[src/rtl/dram_sipo_rx.sv]
// Receive-side deserializer: framed LSB-first serial bits into WIDTH-bit words,
// handed downstream through one valid/ready holding register with sticky error flags.
module dram_sipo_rx #(
  parameter int WIDTH = 8
) (
  input  logic             clk,
  input  logic             rst_b,
  input  logic             bit_valid,
  input  logic             frame_start,
  input  logic             serial_in,
  input  logic             clr_err,
  output logic [WIDTH-1:0] data_out,
  output logic             data_valid,
  input  logic             data_ready,
  output logic             busy,
  output logic             overflow,
  output logic             frame_err
);
  // state | meaning
  // IDLE  | waiting for frame_start with bit_valid
  // RECV  | collecting the remaining bits of a word
  localparam int CW = $clog2(WIDTH) + 1;
  localparam logic [0:0] IDLE = 1'b0;
  localparam logic [0:0] RECV = 1'b1;
  localparam logic [CW-1:0] LAST = CW'(WIDTH - 1);

  logic [0:0]       state;
  logic [WIDTH-1:0] sh;
  logic [CW-1:0]    cnt;
  logic [WIDTH-1:0] word;
  logic             start;
  logic             restart;
  logic             shift;
  logic             complete;
  logic             xfer;
  logic             take;

  assign start    = bit_valid & frame_start;
  assign restart  = start & (state == RECV);
  assign shift    = bit_valid & ~frame_start & (state == RECV);
  assign complete = shift & (cnt == LAST);
  assign word     = {serial_in, sh[WIDTH-1:1]};
  assign xfer     = data_valid & data_ready;
  // A held word being consumed this same cycle frees the register for the new one.
  assign take     = complete & (~data_valid | data_ready);
  assign busy     = (state == RECV);

  always_ff @(posedge clk or negedge rst_b) begin
    if (!rst_b) begin
      state <= IDLE;
      cnt   <= '0;
      sh    <= '0;
    end else if (start) begin
      // Stale partial bits are shifted out before the word can complete.
      state <= RECV;
      cnt   <= CW'(1);
      sh    <= word;
    end else if (shift) begin
      sh <= word;
      if (complete) begin
        state <= IDLE;
        cnt   <= '0;
      end else begin
        cnt <= cnt + CW'(1);
      end
    end
  end

  always_ff @(posedge clk or negedge rst_b) begin
    if (!rst_b) begin
      data_out   <= '0;
      data_valid <= 1'b0;
      overflow   <= 1'b0;
      frame_err  <= 1'b0;
    end else begin
      if (take) begin
        data_out   <= word;
        data_valid <= 1'b1;
      end else if (xfer) begin
        data_valid <= 1'b0;
      end
      overflow  <= (complete & ~take) | (overflow & ~clr_err);
      frame_err <= restart | (frame_err & ~clr_err);
    end
  end
endmodule

[config.mk]
export PLATFORM = sky130hd
export DESIGN_NAME = dram_sipo_rx
export DESIGN_NICKNAME = d
export VERILOG_FILES = /design/src/rtl/dram_sipo_rx.sv
export SDC_FILE = /design/constraint.sdc
export NUM_CORES = 1
export LEC_CHECK = 0
export CAP_MARGIN = 10
export CORE_MARGIN = 2
export CORE_UTILIZATION = 44
export DETAILED_ROUTE_END_ITERATION = 12
export PLACE_DENSITY = 0.72
export SLEW_MARGIN = 20
export SYNTH_ARGS = -nofsm -noshare
export SYNTH_HDL_FRONTEND = slang
export SYNTH_SLANG_ARGS = --single-unit
[constraint.sdc]
create_clock -name clk -period 1.3 [get_ports clk]
set_input_delay 0.195 -clock clk [delete_from_list [all_inputs] [get_ports clk]]
set_output_delay 0.195 -clock clk [all_outputs]
set_load 0.02 [all_outputs]
==> impl_metrics.toml <==
[status]
status = "finished, violations left"
violations = "negative setup slack"

[clocking]
holdBufCountCts = 0
cts_inserted_buffers = 3
ctsLongestPathBuffers = 2
h-tree-depth = 1
cts_tree = "yes"
cts.sinks = 23
clk_latency_ns = 0.30
clockRootBuffer = "clkbuf_4"
path_clk_slew_ns = 0.12

[timing]
worst_pin_slew_ns = 0.296
hold_violations = 0
layout_setup_ws_ns = -0.121
slew_headroom_pct = 80.3
slew_violations = 0
rsz0062_at_grt = "yes"
fin_crit_ns = 1.42
clock.fmax_mhz = 704
period_share_pct = 109
fin_tns_setup_ns = -0.830
finalSetupViolCount = 9
finClkSkew_ns = 0.00561
fin_hold_ws_ns = 0.225

[critical_path]
critical_path.slowest_cell = "dfrtp_1"
r2r-end = "data_out[4]"
path_cells = "ha_2 -> and3_4 -> nand4_4 -> mux2_4"
r2r_setup_slack_ns = -0.12
path_max_fanout = 8
rr_worst_depth = 4
cp-endpoint = "data_out[4]"
required_ns = 1.49
worst-setup-path-type = "flop to flop"
start_kind = "flop"
startpoint = "cnt[1]"
worstSetupEndpointType = "flop"
max_stage_delay_ns = 0.39
arrival_ns = 1.62
rr_startpoint = "cnt[1]"

[die]
die_x_um = 51.2
start_util_pct = 45.3
die_area_um2 = 2630
placement_rows = 17
die_h_um = 51.2
core_um2 = 2170
num_io_pins = 19

[place]
place.detailed.hpwl_um = 1280
gp_congestion = 0.797
place_area_um2 = 1250
numPortBuffers = 18

[synthesis]
yosysUniqueCellTypes = 24
ys_warn_count = 0
syn-instance-count = 72
synth_nets = 80
syn_area_um2 = 982
synth-seq-cells = 23
post_synth.cell_area_avg_um2 = 13.6
ys_seq_area_share_pct = 58.6

[drt]
wl_per_cell_um = 13.6
vias = 660
routed_wl_um = 1800
viasPerCell = 5.00
postRouteAntennaNets = 0
drtIter0Drc = 5
drc = 0
drtPass1Iterations = 3

[global_route]
grt_antenna_before_repair = 0
grt_pass1_wl_um = 2950
grt_overflow = 0
grt_max_degree = 24
grt_pass1_vias = 653
track_usage_pct = 15.6

[cells_and_area]
drive_gt1_share_pct = 37.5
mostFrequentLayoutCells = "dfrtp_1, mux2_2, buf_4"
fill_cells = 195
fin_util_pct = 60.0
postLayoutCellArea_um2 = 1300
n_antenna_cell = 0
areaGrowthSynthToFinish_pct = 32.5
layout_commonest_cell = "dfrtp_1"
final_nets = 113

[min_path]
worstHoldPathType = "input port to asynchronous set/reset pin"

[pwr]
leakage_nw = 0.646
powerDensity_nw_per_um2 = 1690
peakVddDrop_mv = 1.22
p_total_mw = 2.19

[job]
maxCapViolCount = 0
## worst max-delay path, delay by kind of cell (launching register included)
family                   cells  cell delay (ns)
multiplexers                 1             0.35
adder cells (fa/ha/maj)      1             0.20
flip-flops                   1             0.39
AND/OR/NAND/NOR              2             0.38
## power breakdown
part	total [mW]	switching (mW)	internal (mW)	leakage, nW
clock network	0.318	0.198	0.119	0.0150
registers	1.10	0.160	0.944	0.290
logic	0.771	0.363	0.408	0.342
## cells in the mapped netlist
library cell / number / share of area [%]
buf_2: 2 / 1.0
inv_1: 5 / 1.9
buf_6: 1 / 1.1
mux2i_1: 1 / 1.0
and3_4: 1 / 1.1
dfrtp_1: 23 / 59
clkbuf_2: 1 / 0.51
nor3b_1: 1 / 0.76
o21a_1: 1 / 0.76
a31oi_1: 1 / 0.64
ha_1: 1 / 1.3
nand4_1: 1 / 0.64
a22o_1: 1 / 0.89
o21ai_2: 1 / 0.89
nand4_4: 1 / 2.2
mux2_2: 15 / 17
o21ai_0: 3 / 1.5
a221o_1: 1 / 1.0
nand3_1: 3 / 1.5
o22ai_1: 3 / 1.9
nor2_4: 1 / 1.1
a311oi_1: 1 / 0.89
nand2_1: 2 / 0.76
nand2b_1: 1 / 0.64
## worst min path at each step
stage                       end  cells past startpoint   startpoint
floorplan                  busy                      0        rst_b
global placement    data_out[0]                      1        sh[1]
detailed placement  data_out[1]                      1  data_out[1]
CTS                      cnt[0]                      2        rst_b
global route             cnt[1]                      2        rst_b
finish                   cnt[0]                      2        rst_b
## final cells by class
type | instances | area, um2 | share of cell area [%]
Multi-Input combinational cell | 40 | 373 | 28.7
Sequential cell | 23 | 577 | 44.3
Tap cell | 28 | 35.0 | 2.69
Clock buffer | 4 | 26.3 | 2.02
Timing Repair Buffer | 32 | 272 | 20.9
Inverter | 5 | 18.8 | 1.44
## routing by layer
layer / vias up / global-route usage [%] / wire (um)
li1: 322 / - / -
met1: 325 / 20.4 / 819
met2: 11 / 24.9 / 917
met3: 2 / 3.80 / 48
met4: 0 / 6.58 / 13
met5: - / 0 / 0
## kinds of logic (layout without fill, tap and decap cells)
family                     after synthesis  count (layout)  share of synthesized area (%)
AOI/OAI and AO/OA                       12              12                           8.54
adders and majority gates                1               1                           1.27
buffers and inverters                    9              41                           4.59
DFF                                     23              23                           58.6
muxes                                   16              16                           18.2
and+or+nand+nor                         11              11                           8.79
## registers in the layout, summed over array words and instances, names as in the netlist
name and cells:
overflow 1, data_valid 1, frame_err 1, cnt 4, busy 1, sh 7, data_out 8
## per-stage QoR
step                instances  setup slack [ns]
CTS                       128            -0.118
finish                    132            -0.121
detailed placement        124            -0.279
global placement          124            -0.236
floorplan                  72           -0.0502
global route              132            -0.193
## timing repair
item / in CTS / in global routing
endpoints found under the setup margin: 20 / 12
pin swaps: 0 / 4
buffers inserted: 0 / 4
gates resized for setup: 12 / 4
Note: power is estimated with default switching activity, not from simulation.
==> edit: new RTL, same flow settings <==
`WIDTH`: 8 -> 4.
--- a/src/rtl/dram_sipo_rx.sv
+++ b/src/rtl/dram_sipo_rx.sv
@@ -1,7 +1,7 @@
 // Receive-side deserializer: framed LSB-first serial bits into WIDTH-bit words,
 // handed downstream through one valid/ready holding register with sticky error flags.
 module dram_sipo_rx #(
-  parameter int WIDTH = 8
+  parameter int WIDTH = 4
 ) (
   input  logic             clk,
   input  logic             rst_b,
Interface: changed (resized data_out); port bits go from 19 to 15. No check against the original RTL was run, so the function may have changed too.
==> edit against the unedited design <==
  * The run still ends with negative setup slack left
  * Area after synthesis decreased by 37%
  * Count of clock-buffer cells in the layout stayed put
  * Worst setup slack improved by 0.0045 ns
  * Sequential cell count fell by 9
  * Sequential power decreased by 44%
  * Routed wire length shrank 33%
  * Critical path depth unchanged
  * Power down 31%
  * Non-clock buffer count shrank 8
  * Global-route usage is 0.61 points higher
  * Cell area decreased by 31%
  * Critical endpoint is now data_out[0]$_DFFE_PN0P_
  * Largest cell class unchanged
==> edit: results (changes against the unedited design) <==
Logic synthesis
  – Compound-Gate Fraction of Synth Area: 0.1091 (+0.02374)
  – Post-synthesis sequential area ratio: 0.5657 (-0.02033)
  – Post-synthesis mux area share: 0.1515 (-0.03065)
  – Flops & latches, synth: 14 (-39%)
  – Most frequent cells after synthesis: dfrtp_1 (14), mux2_4 (4), inv_1 (3), mux2_2 (3), nand3_1 (3)
  – Synth area leaders: dfrtp_1 (57%), mux2_4 (9.7%), mux2_2 (5.5%)
  – Synth Instances: 45 (-38%)
  – Adder-cell share of the synthesized area: 0.02020 (+0.007463)
  – Syn nets: 53 (-34%)
  – Post-synth cell types: 19 (-21%)

Drt
  – DRT Pass-1 Iters: 4 (+1)
  – Met3 routed WL: 39 um (-19%)
  – Final WL: 1213 um (-33%)

Worst setup path
  – Largest stage delay on the critical path: 0.36 ns (-0.03 ns)
  – Worst path top cell family by delay: simple AND/OR/NAND/NOR gates
  – Crit path max fanout: 4 (-4)

Global route
  – Gr usage total: 0.1624 (+0.006053)
  – Vias in the first global route: 482 (-26%)
  – First-pass GRT wire length: 2070 um (-30%)
  – Grt met1 use: 0.1862 (-0.01799)
  – Largest net degree at the start of global routing: 15 (-38%)

Final layout
  – Buffer share of cell area: 0.2332 (+0.02459)
  – Comb_multi_in: 26 (-35%)
  – Fraction of area in multi-input gates: 0.3017 (+0.01514)
  – Clock network area share: 0.04050 (+0.02031)
  – Inverter count: 3 (-2)
  – Final #Nets: 80 (-29%)
  – Largest registers: data_out: 4 flops, cnt: 3 flops, sh: 3 flops
  – Buffers, non-clock: 24 (-25%)
  – Fin cells: 86 (-35%)

Placed design
  – Placed instance count: 81 (-35%)
  – DP Wirelength: 912.2 um (-28%)
  – Worst slack, placed: -0.2271 ns (+0.05242 ns)
  – Placed Area: 839.6 um^2 (-33%)
  – Gpl congestion: 0.7097 (-11%)
  – IO Port Bufs: 14 (-4)

STA
  – Worst slew pin tran: 0.2510 ns (-0.04457 ns)
  – Setup TNS: -0.6755 ns (+0.1547 ns)
  – Final Setup Violations: 8 (-1)
  – Setup ws final: -0.1164 ns (+0.004474 ns)
  – Final Skew: 0.004141 ns (-0.001465 ns)

Power
  – Clock Power Share: 0.207 (+0.062)
  – Combinational power share: 0.381 (+0.030)
  – VDD IR max: 0.7961 mV (-35%)
  – Lkg Pwr: 0.4263 nW (-34%)
  – Cell Pwr Density: 1682 nW/um^2 (-0.20%)

CTS
  – Reg clk slew, reported paths: 0.09 ns (-0.03 ns)
  – Worst skew pair latency: 0.28 ns (-0.02 ns)

Run status
  – Outcome: complete, but fails checks
  – Failing checks: negative setup slack
[edit: changes by cell type after synthesis, sizes merged, moves of 2 or more]
cell | before | now
dfrtp | 23 | 14
mux2 | 15 | 7
o21ai | 4 | 2
inv | 5 | 3
[edit: what timing repair did]
| item | 4_1_cts | 5_1_grt |
|---|---|---|
| pin swaps | 1 | 1 |
| gates resized for setup | 13 | 0 |
| hold endpoints to repair | 0 | 0 |
| buffers inserted | 0 | 1 |
| endpoints found under the setup margin | 16 | 8 |
| cloned | 0 | 0 |
[edit: how the worst min path moves through the flow]
stage / to / cells after the start
finish: cnt[2]$_DFFE_PN0P_ / 2
global route: cnt[2]$_DFFE_PN0P_ / 2
global placement: data_out[0]$_DFFE_PN0P_ / 1
detailed placement: data_out[0]$_DFFE_PN0P_ / 1
floorplan: busy$_DFFE_PN0P_ / 0
CTS: cnt[2]$_DFFE_PN0P_ / 2
